==> src/rtl/spi_byte_sequencer_if.sv <==
// Signal bundle for spi_byte_sequencer: user push/pop side plus controller handshake.
// SPI_SEQ_STATS_EN adds the o_TX_Total / o_RX_Total statistics outputs.
interface spi_byte_sequencer_if #(
    parameter int DEPTH            = 8,
    parameter int MAX_BYTES_PER_CS = 1
);
    localparam int LW = $clog2(DEPTH) + 1;
    localparam int CW = $clog2(MAX_BYTES_PER_CS + 1);

    logic          i_Push_DV;
    logic [7:0]    i_Push_Byte;
    logic          o_Push_Ready;
    logic [7:0]    o_TX_Byte;
    logic          o_TX_DV;
    logic [CW-1:0] o_TX_Count;
    logic          i_TX_Ready;
    logic          i_RX_DV;
    logic [7:0]    i_RX_Byte;
    logic          i_Pop_Req;
    logic          o_Pop_DV;
    logic [7:0]    o_Pop_Byte;
    logic          o_RX_Empty;
    logic [LW-1:0] o_TX_Level;
    logic [LW-1:0] o_RX_Level;
    logic          o_RX_Ovf;
`ifdef SPI_SEQ_STATS_EN
    logic [15:0]   o_TX_Total;
    logic [15:0]   o_RX_Total;
`endif

    // master: the sequencer itself; slave: user logic and SPI controller around it
    modport master (
`ifdef SPI_SEQ_STATS_EN
        output o_TX_Total, output o_RX_Total,
`endif
        input  i_Push_DV, i_Push_Byte, i_TX_Ready, i_RX_DV, i_RX_Byte, i_Pop_Req,
        output o_Push_Ready, o_TX_Byte, o_TX_DV, o_TX_Count, o_Pop_DV, o_Pop_Byte,
        output o_RX_Empty, o_TX_Level, o_RX_Level, o_RX_Ovf
    );

    modport slave (
`ifdef SPI_SEQ_STATS_EN
        input  o_TX_Total, input o_RX_Total,
`endif
        output i_Push_DV, i_Push_Byte, i_TX_Ready, i_RX_DV, i_RX_Byte, i_Pop_Req,
        input  o_Push_Ready, o_TX_Byte, o_TX_DV, o_TX_Count, o_Pop_DV, o_Pop_Byte,
        input  o_RX_Empty, o_TX_Level, o_RX_Level, o_RX_Ovf
    );
endinterface

==> src/rtl/spi_byte_sequencer.sv <==
// TX/RX byte FIFOs feeding SPI_Controller_With_Single_CS one byte per chip-select.
// Optional macro SPI_SEQ_STATS_EN adds 16-bit wrapping TX/RX transfer counters.
module spi_byte_sequencer #(
    parameter int DEPTH            = 8,
    parameter int MAX_BYTES_PER_CS = 1
) (
    input  logic                 i_Clk,
    input  logic                 i_Rst,
    spi_byte_sequencer_if.master bus
);
    localparam int AW = $clog2(DEPTH);
    localparam int LW = AW + 1;
    localparam int CW = $clog2(MAX_BYTES_PER_CS + 1);
    localparam logic [LW-1:0] FULL = LW'(DEPTH);

    localparam logic [1:0] IDLE     = 2'd0;
    localparam logic [1:0] SEND     = 2'd1;
    localparam logic [1:0] WAIT_RX  = 2'd2;
    localparam logic [1:0] WAIT_RDY = 2'd3;

    logic [1:0]    state_q, state_d;
    logic [7:0]    tx_mem_q [DEPTH];
    logic [7:0]    rx_mem_q [DEPTH];
    logic [AW-1:0] tx_wr_q, tx_rd_q, rx_wr_q, rx_rd_q;
    logic [LW-1:0] tx_lvl_q, rx_lvl_q;
    logic          tx_dv_q, pop_dv_q, ovf_q;
    logic [7:0]    tx_byte_q, pop_byte_q;
    logic          tx_push, tx_pop, rx_wr, rx_pop;

    function automatic logic [LW-1:0] next_level(input logic [LW-1:0] lvl,
                                                 input logic inc, input logic dec);
        logic [LW-1:0] r;
        r = lvl;
        if (inc && !dec)      r = lvl + LW'(1);
        else if (dec && !inc) r = lvl - LW'(1);
        return r;
    endfunction

    // The head is popped on the IDLE->SEND edge so o_TX_Byte/o_TX_DV are registered in SEND
    assign tx_push = bus.i_Push_DV && (tx_lvl_q != FULL);
    assign tx_pop  = (state_q == IDLE) && (tx_lvl_q != '0) && bus.i_TX_Ready;
    assign rx_pop  = bus.i_Pop_Req && (rx_lvl_q != '0);
    assign rx_wr   = bus.i_RX_DV && ((rx_lvl_q != FULL) || rx_pop);

    always_comb begin
        state_d = state_q;
        case (state_q)
            IDLE:     if (tx_pop) state_d = SEND;
            SEND:     state_d = WAIT_RX;
            WAIT_RX:  if (bus.i_RX_DV) state_d = WAIT_RDY;
            WAIT_RDY: if (bus.i_TX_Ready) state_d = IDLE;
            default:  state_d = IDLE;
        endcase
    end

    always_ff @(posedge i_Clk) begin
        if (i_Rst) begin
            state_q    <= IDLE;
            tx_wr_q    <= '0;
            tx_rd_q    <= '0;
            tx_lvl_q   <= '0;
            rx_wr_q    <= '0;
            rx_rd_q    <= '0;
            rx_lvl_q   <= '0;
            tx_dv_q    <= 1'b0;
            tx_byte_q  <= '0;
            pop_dv_q   <= 1'b0;
            pop_byte_q <= '0;
            ovf_q      <= 1'b0;
        end else begin
            state_q  <= state_d;
            if (tx_push) tx_wr_q <= tx_wr_q + AW'(1);
            if (tx_pop)  tx_rd_q <= tx_rd_q + AW'(1);
            tx_lvl_q <= next_level(tx_lvl_q, tx_push, tx_pop);
            tx_dv_q  <= tx_pop;
            if (tx_pop) tx_byte_q <= tx_mem_q[tx_rd_q];

            if (rx_wr)  rx_wr_q <= rx_wr_q + AW'(1);
            if (rx_pop) rx_rd_q <= rx_rd_q + AW'(1);
            rx_lvl_q <= next_level(rx_lvl_q, rx_wr, rx_pop);
            pop_dv_q <= rx_pop;
            if (rx_pop) pop_byte_q <= rx_mem_q[rx_rd_q];
            if (bus.i_RX_DV && !rx_wr) ovf_q <= 1'b1;
        end
    end

    always_ff @(posedge i_Clk) begin
        if (tx_push) tx_mem_q[tx_wr_q] <= bus.i_Push_Byte;
        if (rx_wr)   rx_mem_q[rx_wr_q] <= bus.i_RX_Byte;
    end

    assign bus.o_Push_Ready = (tx_lvl_q != FULL);
    assign bus.o_TX_Byte    = tx_byte_q;
    assign bus.o_TX_DV      = tx_dv_q;
    assign bus.o_TX_Count   = CW'(1);
    assign bus.o_Pop_DV     = pop_dv_q;
    assign bus.o_Pop_Byte   = pop_byte_q;
    assign bus.o_RX_Empty   = (rx_lvl_q == '0);
    assign bus.o_TX_Level   = tx_lvl_q;
    assign bus.o_RX_Level   = rx_lvl_q;
    assign bus.o_RX_Ovf     = ovf_q;

`ifdef SPI_SEQ_STATS_EN
    logic [15:0] tx_total_q, rx_total_q;

    always_ff @(posedge i_Clk) begin
        if (i_Rst) begin
            tx_total_q <= '0;
            rx_total_q <= '0;
        end else begin
            if (state_q == SEND) tx_total_q <= tx_total_q + 16'd1;
            if (rx_wr)           rx_total_q <= rx_total_q + 16'd1;
        end
    end

    assign bus.o_TX_Total = tx_total_q;
    assign bus.o_RX_Total = rx_total_q;
`endif
endmodule

==> src/flat_wrapper.sv <==
// flat-port wrapper written by rule: the top's interface ports become plain ports
module spi_byte_sequencer_flat 
#(
    parameter int DEPTH            = 8,
    parameter int MAX_BYTES_PER_CS = 1
)
  (i_Clk, i_Rst, bus_i_Push_DV, bus_i_Push_Byte, bus_i_TX_Ready, bus_i_RX_DV, bus_i_RX_Byte, bus_i_Pop_Req, bus_o_Push_Ready, bus_o_TX_Byte, bus_o_TX_DV, bus_o_TX_Count, bus_o_Pop_DV, bus_o_Pop_Byte, bus_o_RX_Empty, bus_o_TX_Level, bus_o_RX_Level, bus_o_RX_Ovf);
  spi_byte_sequencer_if #(.DEPTH(DEPTH), .MAX_BYTES_PER_CS(MAX_BYTES_PER_CS)) bus_i ();
  input  logic i_Clk;
  input  logic i_Rst;
  input wire logic [$bits(bus_i.i_Push_DV)-1:0] bus_i_Push_DV;
  input wire logic [$bits(bus_i.i_Push_Byte)-1:0] bus_i_Push_Byte;
  input wire logic [$bits(bus_i.i_TX_Ready)-1:0] bus_i_TX_Ready;
  input wire logic [$bits(bus_i.i_RX_DV)-1:0] bus_i_RX_DV;
  input wire logic [$bits(bus_i.i_RX_Byte)-1:0] bus_i_RX_Byte;
  input wire logic [$bits(bus_i.i_Pop_Req)-1:0] bus_i_Pop_Req;
  output wire logic [$bits(bus_i.o_Push_Ready)-1:0] bus_o_Push_Ready;
  output wire logic [$bits(bus_i.o_TX_Byte)-1:0] bus_o_TX_Byte;
  output wire logic [$bits(bus_i.o_TX_DV)-1:0] bus_o_TX_DV;
  output wire logic [$bits(bus_i.o_TX_Count)-1:0] bus_o_TX_Count;
  output wire logic [$bits(bus_i.o_Pop_DV)-1:0] bus_o_Pop_DV;
  output wire logic [$bits(bus_i.o_Pop_Byte)-1:0] bus_o_Pop_Byte;
  output wire logic [$bits(bus_i.o_RX_Empty)-1:0] bus_o_RX_Empty;
  output wire logic [$bits(bus_i.o_TX_Level)-1:0] bus_o_TX_Level;
  output wire logic [$bits(bus_i.o_RX_Level)-1:0] bus_o_RX_Level;
  output wire logic [$bits(bus_i.o_RX_Ovf)-1:0] bus_o_RX_Ovf;
  assign bus_i.i_Push_DV = bus_i_Push_DV;
  assign bus_i.i_Push_Byte = bus_i_Push_Byte;
  assign bus_i.i_TX_Ready = bus_i_TX_Ready;
  assign bus_i.i_RX_DV = bus_i_RX_DV;
  assign bus_i.i_RX_Byte = bus_i_RX_Byte;
  assign bus_i.i_Pop_Req = bus_i_Pop_Req;
  assign bus_o_Push_Ready = bus_i.o_Push_Ready;
  assign bus_o_TX_Byte = bus_i.o_TX_Byte;
  assign bus_o_TX_DV = bus_i.o_TX_DV;
  assign bus_o_TX_Count = bus_i.o_TX_Count;
  assign bus_o_Pop_DV = bus_i.o_Pop_DV;
  assign bus_o_Pop_Byte = bus_i.o_Pop_Byte;
  assign bus_o_RX_Empty = bus_i.o_RX_Empty;
  assign bus_o_TX_Level = bus_i.o_TX_Level;
  assign bus_o_RX_Level = bus_i.o_RX_Level;
  assign bus_o_RX_Ovf = bus_i.o_RX_Ovf;
  spi_byte_sequencer #(.DEPTH(DEPTH), .MAX_BYTES_PER_CS(MAX_BYTES_PER_CS)) u_core (.i_Clk(i_Clk), .i_Rst(i_Rst), .bus(bus_i));
endmodule
==> config.mk <==
export PLATFORM = sky130hd
export DESIGN_NAME = spi_byte_sequencer_flat
export DESIGN_NICKNAME = d
export VERILOG_FILES = /design/src/rtl/spi_byte_sequencer_if.sv /design/src/rtl/spi_byte_sequencer.sv /design/src/flat_wrapper.sv
export SDC_FILE = /design/constraint.sdc
export NUM_CORES = 1
export LEC_CHECK = 0
export CORE_MARGIN = 5
export CORE_UTILIZATION = 55
export CTS_BUF_LIST = sky130_fd_sc_hd__clkbuf_4 sky130_fd_sc_hd__clkbuf_8 sky130_fd_sc_hd__clkbuf_16
export CTS_CLUSTER_DIAMETER = 200
export DETAILED_ROUTE_END_ITERATION = 8
export GPL_TIMING_DRIVEN = 0
export PLACE_DENSITY = 0.83
export SETUP_SLACK_MARGIN = 0.2
export SYNTH_ARGS = -nofsm -noshare
export SYNTH_HDL_FRONTEND = slang
export SYNTH_SLANG_ARGS = --single-unit
==> constraint.sdc <==
create_clock -name i_Clk -period 3.26 [get_ports i_Clk]
set_input_delay 0.652 -clock i_Clk [delete_from_list [all_inputs] [get_ports i_Clk]]
set_output_delay 0.652 -clock i_Clk [all_outputs]
set_load 0.01 [all_outputs]
# ---- Word level (Yosys, flattened, before mapping)
# Memory sizes are Yosys's and may differ from the RTL's. A register that Yosys moved wholly into a read port is not among the register bits.
# Index checks and enable logic that the tools add are counted.
dict set report totals {
  in_bits 22
  out_inout_bits 30
  memories 2
  mem_bits_rw 128
  wordCells 62
  regBits 25
}
dict set report op_classes {
  n_addsub 8
  n_eq_ne 8
  reduce_logical 22
  n_mux 12
}
# memory words word_bits read_ports rd_ports_with_merged_regs write_ports line
set mem_list {}
lappend mem_list {u_core.rx_mem_q 8 8 1 1 1 spi_byte_sequencer.sv:23} ;# logic [7:0] rx_mem_q [DEPTH];
lappend mem_list {u_core.tx_mem_q 8 8 1 1 1 spi_byte_sequencer.sv:22} ;# logic [7:0] tx_mem_q [DEPTH];
# cell count
set op_table {}
lappend op_table {{$mux 4} 4}
lappend op_table {{$add 3x1->3 const B} 4}
lappend op_table {{$logic_and 1x1->1} 10}
lappend op_table {{$add 4x1->4 const B} 2}
lappend op_table {{$ne 4x4->1 const B} 2}
lappend op_table {{$pmux 2 s4} 1}
lappend op_table {{$reduce_bool 4->1} 2}
lappend op_table {{$sub 4x1->4 const B} 2}
lappend op_table {{$mux 2} 3}
lappend op_table {{$eq 2x2->1 const B} 2}
lappend op_table {{$logic_not 1->1} 4}
lappend op_table {{$logic_not 4->1} 1}
lappend op_table {{$mux 1} 4}
lappend op_table {{$ne 2x2->1 const B} 2}
lappend op_table {{$reduce_bool 2->1} 2}
lappend op_table {{$reduce_and 3->1} 1}
lappend op_table {{$eq 2x1->1 const B} 1}
lappend op_table {{$logic_not 2->1} 1}
lappend op_table {{$ne 2x1->1 const B} 1}
lappend op_table {{$logic_or 1x1->1} 1}

# ---- Longest topological paths before layout
# Gate-level depths: netlist of the first run.
dict set report depth {
  ltp_word 8
  mapped_depth 12
  ltp_nobuf 12
}

# ---- Worst setup path before layout of the first run
# No wires, ideal clock.
dict set report synth_path {
  path_type {register to register}
  start {reg u_core.tx_lvl_q[0], in the netlist u_core.bus.o_TX_Level[0]}
  end {reg u_core.tx_lvl_q[3], in the netlist u_core.bus.o_TX_Level[3]}
  n_path_buf 1
  synth_period_minus_slack_ns 2.709
  setup_slack_ns 0.551
  t_arrival_ns 2.588
  t_required_ns 3.139
  path_stages_with_launch 12
  setup_time_ns 0.121
  cell_sequence {dfxtp_1 -> or4b_1 -> clkbuf_2 -> nand2_1 -> inv_1 -> ha_1 -> inv_1 -> ha_1 -> a21oi_1 -> a211oi_1 -> a31oi_1 -> mux2_2}
}
dict set report synth_via {
  word_cells_on_any_way 14
  classes_between {add/sub: 2; eq/ne: 1; mux: 2; reduce/logical: 9}
}
# item line
set synth_rtl {}
lappend synth_rtl {{from (decl)} spi_byte_sequencer.sv:25} ;# logic [LW-1:0] tx_lvl_q, rx_lvl_q;
lappend synth_rtl {{from (signal assigned)} spi_byte_sequencer.sv:74} ;# tx_lvl_q <= next_level(tx_lvl_q, tx_push, tx_pop);
lappend synth_rtl {{$ne 4x4->1 *} --}
lappend synth_rtl {{named net bus_o_Push_Ready} flat_wrapper.sv:17} ;# output wire logic [$bits(bus_i.o_Push_Ready)-1:0] bus_o_Push_Ready;
lappend synth_rtl {{$logic_and 1x1->1 *} spi_byte_sequencer.sv:40} ;# assign tx_push = bus.i_Push_DV && (tx_lvl_q != FULL);
lappend synth_rtl {{named net u_core.tx_push} spi_byte_sequencer.sv:28} ;# logic tx_push, tx_pop, rx_wr, rx_pop;
lappend synth_rtl {{$logic_not 1->1} spi_byte_sequencer.sv:35} ;# else if (dec && !inc) r = lvl - LW'(1);
lappend synth_rtl {{$logic_and 1x1->1} spi_byte_sequencer.sv:35}
lappend synth_rtl {{$reduce_bool 2->1 (no line)} --}
# Mark *: on every way through the listed nets, which the timed path passes. The rest lies on a longest branch. The select of a mux whose other input is x is not followed.
# A chain may end at the register's enable or synchronous reset.

# ---- Final worst setup path of the first run
dict set report layout_path {
  start {in bus_i_TX_Ready}
  end {reg u_core.tx_lvl_q[3], in the netlist u_core.bus.o_TX_Level[3]}
}
dict set report layout_via {
  elab_chain_cells 4
  word_cells_on_any_way 6
  classes_between {mux: 1; reduce/logical: 5}
}
# item line
set layout_rtl {}
lappend layout_rtl {{from (decl)} flat_wrapper.sv:13} ;# input wire logic [$bits(bus_i.i_TX_Ready)-1:0] bus_i_TX_Ready;
lappend layout_rtl {{$logic_and 1x1->1 *} spi_byte_sequencer.sv:41} ;# assign tx_pop = (state_q == IDLE) && (tx_lvl_q != '0) && bus.i_TX_Ready;
lappend layout_rtl {{$logic_not 1->1} spi_byte_sequencer.sv:34} ;# if (inc && !dec) r = lvl + LW'(1);
lappend layout_rtl {{$logic_and 1x1->1} spi_byte_sequencer.sv:34}
lappend layout_rtl {{$mux 4 or $reduce_bool 2->1 (tied branches)} --}
# Mark *: on every way between the ends. The rest lies on a longest branch, timed or not.

==> results_dict.tcl, run 1 <==
set metrics [dict create \
    grt_pass1_wl_um 21100 \
    power_density_nw_per_um2 822 \
    clock-sinks 169 \
    routedWlPerCell_um 20.7 \
    worstHoldPathCells 2 \
    clk_path_buf_depth 2 \
    cts_root_buf "clkbuf_16" \
    finalHoldViolations 0 \
    setup_viol_count_final 0 \
    worstSetupPathType "in2reg" \
    yosysSeqAreaShare_pct 70.0 \
    post-route-util_pct 66.5 \
    route.detailed.drc 0 \
    diodes 0 \
    mostFrequentLayoutCells "edfxtp_1 (128), nor2_1 (50), clkdlybuf4s50_1 (49)" \
    holdWs_ps 480 \
    dieWidth_um 120 \
    initial_core_util_pct 55.7 \
    num_rows 40 \
    worst_r2r_path_depth 11 \
    die_h_um 120 \
    synthCells 409 \
    synth_top_area_share_pct 57.7 \
    tightest_slew_ps 1360 \
    wl_met3_um 878 \
    vias_per_cell 5.91 \
    top_layer_used "met4" \
    place_congestion 0.762 \
    cp.required_ps 3580 \
    htree_num_levels 4 \
    slew_headroom_pct 9.23 \
    fin_nets 520 \
    overflow 0 \
    post-route-cell-area_sq_um 7960 \
    ant_nets 0 \
    synth_nets 447 \
    min_to "u_core.bus.o_RX_Ovf$_SDFFE_PP0P_" \
    antenna_found_initial 0 \
    cts_tree "done" \
    synthTopCellsByArea "edfxtp_1 (58%), dfxtp_1 (12%), mux4_2 (11%), nor2_1 (2.8%), ha_1 (2.6%)" \
    drt_iter0_drc 312 \
    portBuffers 49 \
    clk_latency_ps 430 \
    postPlaceCellArea_sq_um 7380 \
    r2r_slack_ps 410 \
    fin_crit_ps 2850 \
    grt_max_degree 17 \
    drt_pass1_iterations 5 \
    status "complete, no violations" \
    cp-end-kind "flip-flop" \
    core_region_area_sq_um 12000 \
    arrival_ps 3170 \
    cap_violations 0 \
    setup.worst_path.start_class "input pin" \
    nFillCells 780 \
    max-vdd-ir-drop_v 0.000531 \
    ys_types 39 \
    final_common_cell "edfxtp_1" \
    drt-total-wl_um 13300 \
    finalClockSkew_ps 9.09 \
    fin_tns_setup_ps 0 \
    fin_crit_sh_pct 87.4 \
    syn2layout_area_growth_pct 19.4 \
    syn_avg_cell_area_sq_um 16.3 \
    dr_wl_met2_um 6780 \
    dieArea_sq_um 14400 \
    finalWorstSetupSlack_ps 411 \
    place_hpwl_um 8790 \
    grtUsageTotal_pct 19.8 \
    num_vias 3793 \
    dp_slack_ps -68.0 \
    p_leak_nw 2.68 \
    synth_area_sq_um 6660 \
    regToRegEndpoint "u_core.bus.o_TX_Level[3]$_SDFFE_PP0P_" \
    cts_buffers 17 \
    worstHoldStart "u_core.bus.o_RX_Ovf$_SDFFE_PP0P_" \
    grt_pass1_vias 3862 \
    r2r_start "u_core.bus.o_TX_Level[2]$_SDFFE_PP0P_" \
    crit_path_max_fanout 4 \
    io_pins 52 \
    rsz0062_at_grt "no" \
    synth_area_leader_cell "edfxtp_1" \
    cts.clk_slew.worst_paths_ps 70 \
    hold_class "reg2reg" \
    wl_met1_um 5440 \
    yosysWarningCount 0 \
    fmax_mhz 351 \
    layout-drive-gt1-share_pct 18.6 \
    synth_seq_cells 169 \
    slew_violations 0 \
]
==> kinds of logic after synthesis <==
kind of cell | count (synthesis) | share of synthesized area, %
xor+xnor | 11 | 1.45
other cells | 1 | 0.0563
buf+inv | 30 | 2.20
flops | 169 | 70.0
simple gates | 110 | 7.83
compound gates | 34 | 3.47
fa+ha+maj | 16 | 3.23
mux | 38 | 11.8
==> sequential cells by signal, summed over array words and instances, names as in the netlist, 2 cells and up <==
signal                 count
u_core.tx_rd_q             3
u_core.state_q             2
u_core.bus.o_TX_Level      4
u_core.rx_rd_q             3
u_core.tx_wr_q             3
u_core.rx_wr_q             3
u_core.bus.o_TX_Byte       8
u_core.bus.o_Pop_Byte      8
u_core.tx_mem_q           64
u_core.bus.o_RX_Level      4
u_core.rx_mem_q           64
==> final cells by class <==
cell class / count / area [sq um] / share of cell area [%]
inverter: 9 / 33.8 / 0.425
sequential: 169 / 4670 / 58.6
clock buffer: 17 / 425 / 5.35
buffer: 21 / 113 / 1.42
tap: 147 / 184 / 2.31
clock inverter: 15 / 128 / 1.60
timing repair buffer: 54 / 523 / 6.57
multi-input combinational: 210 / 1890 / 23.7
==> how the worst max path moves through the flow <==
stage | startpoint | end | slack (ps) | cells after the start
floorplan | u_core.bus.o_TX_Level[0]$_SDFFE_PP0P_ | u_core.bus.o_TX_Level[3]$_SDFFE_PP0P_ | 550 | 11
global placement | bus_i_Push_DV | u_core.tx_mem_q[0][2]$_DFFE_PP_ | -200 | 3
detailed placement | bus_i_Pop_Req | u_core.rx_mem_q[0][0]$_DFFE_PP_ | -70 | 5
CTS | u_core.bus.o_TX_Level[0]$_SDFFE_PP0P_ | u_core.bus.o_TX_Level[3]$_SDFFE_PP0P_ | 250 | 11
global route | u_core.bus.o_TX_Level[2]$_SDFFE_PP0P_ | u_core.bus.o_TX_Level[3]$_SDFFE_PP0P_ | 250 | 11
finish | bus_i_TX_Ready | u_core.bus.o_TX_Level[3]$_SDFFE_PP0P_ | 410 | 11
==> report_power, final <==
part	switching (W)	total, W	internal, W
Clock	0.000820	0.00187	0.00105
Sequential	0.000167	0.00273	0.00257
Combinational	0.000967	0.00194	0.000972
Total	0.00195	0.00654	0.00459
==> cell usage after synthesis, drive strengths merged <==
cell and instances:
nand2b 7, conb 1, nor3 22, o22ai 16, o211ai 1, nor3b 4, a211oi 3, nor2 50
o221a 1, ha 14, and2 2, clkbuf 9, buf 12, a31oi 2, nand3 8, mux4 32
or4 1, or3 1, fa 2, inv 9, nor2b 2, edfxtp 128, xor2 6, dfxtp 41
a21oi 9, o41a 1, or4b 1, nor4 1, nand2 11, o21a 1, mux2 2, mux2i 4
xnor2 5
==> stage by stage <==
step,power [W],cells
global route,0.00689,642
finish,0.00654,642
floorplan,0.00403,409
detailed placement,0.00470,610
global placement,0.00459,605
CTS,0.00657,642
==> worst max-delay path, stage by stage <==
cell and delay (ps):
clkdlybuf4s50_1 510, and2_1 230, and2_1 190, inv_1 80, ha_1 220, inv_1 130
ha_1 290, a21oi_1 230, a211oi_1 110, a31oi_1 170, mux2_2 350
==> per-layer routing <==
layer,GRT usage [%],vias up
met3,6.13,17
li1,-,1714
met5,0,-
met1,25.3,1908
met2,32.3,154
met4,6.87,0
==> what timing repair did <==
item,4_1_cts,5_1_grt
resized for setup,0,3
setup endpoints to repair,0,1
hold buffers,0,0
endpoints found under the hold margin,0,0
buffers inserted,0,0
Note: power is estimated with default switching activity, not from simulation.
==> inputs of run 2 (changes only) <==
--- a/config.mk
+++ b/config.mk
@@ -8,7 +8,7 @@
 export CORE_MARGIN = 5
 export CORE_UTILIZATION = 55
 export CTS_BUF_LIST = sky130_fd_sc_hd__clkbuf_4 sky130_fd_sc_hd__clkbuf_8 sky130_fd_sc_hd__clkbuf_16
-export CTS_CLUSTER_DIAMETER = 200
+export CTS_CLUSTER_DIAMETER = 100
 export DETAILED_ROUTE_END_ITERATION = 8
 export GPL_TIMING_DRIVEN = 0
 export PLACE_DENSITY = 0.83
==> results of run 2 <==
Same layout as run 1: the final DEF is identical, and so are final timing and power.
==> inputs of run 3 (changes only) <==
--- a/config.mk
+++ b/config.mk
@@ -10,7 +10,6 @@
 export CTS_BUF_LIST = sky130_fd_sc_hd__clkbuf_4 sky130_fd_sc_hd__clkbuf_8 sky130_fd_sc_hd__clkbuf_16
 export CTS_CLUSTER_DIAMETER = 100
 export DETAILED_ROUTE_END_ITERATION = 8
-export GPL_TIMING_DRIVEN = 0
 export PLACE_DENSITY = 0.83
 export SETUP_SLACK_MARGIN = 0.2
 export SYNTH_ARGS = -nofsm -noshare
==> results_dict.tcl, run 3 (synthesis results as in run 1) <==
set metrics [dict create \
    status "complete, no violations" \
    regToRegEndpoint "u_core.bus.o_TX_Level[3]$_SDFFE_PP0P_" \
    ant_nets 0 \
    cts_tree "done" \
    crit_path_max_fanout 7 \
    cts_root_buf "clkbuf_16" \
    diodes 0 \
    grtUsageTotal_pct 19.3 \
    clk_latency_ps 420 \
    min_to "u_core.bus.o_RX_Ovf$_SDFFE_PP0P_" \
    dieWidth_um 120 \
    r2r_start "u_core.bus.o_TX_Level[0]$_SDFFE_PP0P_" \
    cp.required_ps 3570 \
    p_leak_nw 2.73 \
    antenna_found_initial 0 \
    worst_r2r_path_depth 10 \
    r2r_slack_ps 450 \
    cts_buffers 17 \
    place_hpwl_um 8190 \
    tightest_slew_ps 928 \
    holdWs_ps 483 \
    finalWorstSetupSlack_ps 455 \
    finalHoldViolations 0 \
    io_pins 52 \
    postCtsHoldBufs 0 \
    dp_slack_ps 208 \
    drt-total-wl_um 13000 \
    power_density_nw_per_um2 831 \
    cap_violations 0 \
    crit_chain "or4b_1 > nand2_2 > inv_1 > ha_1 > inv_1 > ha_1 > a21oi_1 > a211oi_1 > a31oi_1 > mux2_2" \
    top_layer_used "met4" \
    finalClockSkew_ps 6.02 \
    syn2layout_area_growth_pct 20.4 \
    mostFrequentLayoutCells "edfxtp_1 (128), nor2_1 (50), clkdlybuf4s50_1 (50)" \
    fin_cells 640 \
    clock-sinks 169 \
    worstHoldPathCells 2 \
    wl_met3_um 774 \
    fin_crit_sh_pct 86.1 \
    max-vdd-ir-drop_v 0.000766 \
    htree_num_levels 4 \
    fin_nets 518 \
    die_h_um 120 \
    fmax_mhz 356 \
    cts.clk_slew.worst_paths_ps 60 \
    hold_class "reg2reg" \
    portBuffers 50 \
    slowest_stage "or4b_1" \
    num_rows 40 \
    wl_met1_um 5310 \
    cpPeakStageDelay_ps 650 \
    worstHoldStart "u_core.bus.o_RX_Ovf$_SDFFE_PP0P_" \
    dr_wl_met2_um 6730 \
    core_region_area_sq_um 12000 \
    top_regs "u_core.rx_mem_q (64), u_core.tx_mem_q (64)" \
    fin_crit_ps 2810 \
    worstSetupPathType "reg2reg" \
    setup_viol_count_final 0 \
    initial_core_util_pct 55.7 \
    cp-end-kind "flip-flop" \
    routedWlPerCell_um 20.3 \
    num_vias 3715 \
    clk_path_buf_depth 2 \
    grt_pass1_wl_um 20600 \
    grt_pass1_vias 3931 \
    nFillCells 782 \
    final_common_cell "edfxtp_1" \
    setup.worst_path.start_class "flip-flop" \
    slew_violations 0 \
    layout-drive-gt1-share_pct 19.3 \
    fin_tns_setup_ps 0 \
    slew_headroom_pct 38.0 \
    dieArea_sq_um 14400 \
    place_congestion 0.804 \
    drt_iter0_drc 294 \
    rsz0062_at_grt "no" \
    arrival_ps 3120 \
    route.detailed.drc 0 \
    drt_pass1_iterations 5 \
    overflow 0 \
    dp_cells 608 \
    vias_per_cell 5.80 \
    grt_max_degree 19 \
]
-- run 3: worst max path at each step --
| stage | start | endpoint | slack (ps) | depth (start not counted) |
|---|---|---|---|---|
| global route | u_core.bus.o_TX_Level[0]$_SDFFE_PP0P_ | u_core.bus.o_TX_Level[3]$_SDFFE_PP0P_ | 270 | 10 |
| CTS | u_core.bus.o_TX_Level[0]$_SDFFE_PP0P_ | u_core.bus.o_TX_Level[3]$_SDFFE_PP0P_ | 380 | 10 |
| global placement | bus_i_TX_Ready | u_core.bus.o_TX_Level[3]$_SDFFE_PP0P_ | 260 | 11 |
| finish | u_core.bus.o_TX_Level[0]$_SDFFE_PP0P_ | u_core.bus.o_TX_Level[3]$_SDFFE_PP0P_ | 450 | 10 |
| detailed placement | bus_i_Pop_Req | u_core.bus.o_RX_Level[3]$_SDFFE_PP0P_ | 210 | 10 |
| floorplan | u_core.bus.o_TX_Level[0]$_SDFFE_PP0P_ | u_core.bus.o_TX_Level[3]$_SDFFE_PP0P_ | 550 | 11 |
-- run 3: worst max-delay path: cells and delay by family, from the launching register on --
| family | cells | cell delay (ps) |
|---|---|---|
| AOI/OAI and AO/OA | 3 | 460 |
| buffers and inverters | 2 | 190 |
| DFF | 1 | 380 |
| adders and majority gates | 2 | 480 |
| and+or+nand+nor | 2 | 850 |
| muxes | 1 | 350 |
-- run 3: what timing repair did --
action / 4_1_cts / 5_1_grt
endpoints found under the setup margin: 0 / 1
endpoints found under the hold margin: 0 / 0
buffers inserted: 0 / 0
resized for setup: 0 / 1
-- run 3: stage by stage --
stage                     power, W  cell area (sq um)  utilization [%]
after floorplan            0.00403               6660                -
after global placement     0.00457               7410             61.9
after detailed placement   0.00466               7410             61.9
after CTS                  0.00672               8020             67.0
after global routing       0.00701               8020             67.1
final                      0.00667               8020             67.1
-- run 3: where the power goes --
part           total, W  internal [W]  switching (W)  leakage, nW
registers       0.00276       0.00256       0.000201         1.50
clock network   0.00205       0.00123       0.000820        0.295
logic           0.00185      0.000960       0.000894        0.938
total           0.00667       0.00475        0.00192         2.73
-- run 3: final cells by class --
class | instances | area [sq um] | area share (%)
Multi-Input combinational cell | 210 | 1850 | 23.1
Sequential cell | 169 | 4660 | 58.2
Timing Repair Buffer | 73 | 673 | 8.39
Tap cell | 147 | 184 | 2.29
Clock buffer | 19 | 440 | 5.49
Clock inverter | 13 | 171 | 2.14
Inverter | 9 | 33.8 | 0.421
-- run 3: per-layer routing --
layer / vias to the layer above / global-route usage, %
met5: - / 0
met4: 0 / 7.44
met3: 19 / 6.13
met2: 123 / 32.2
met1: 1867 / 23.7
li1: 1706 / -
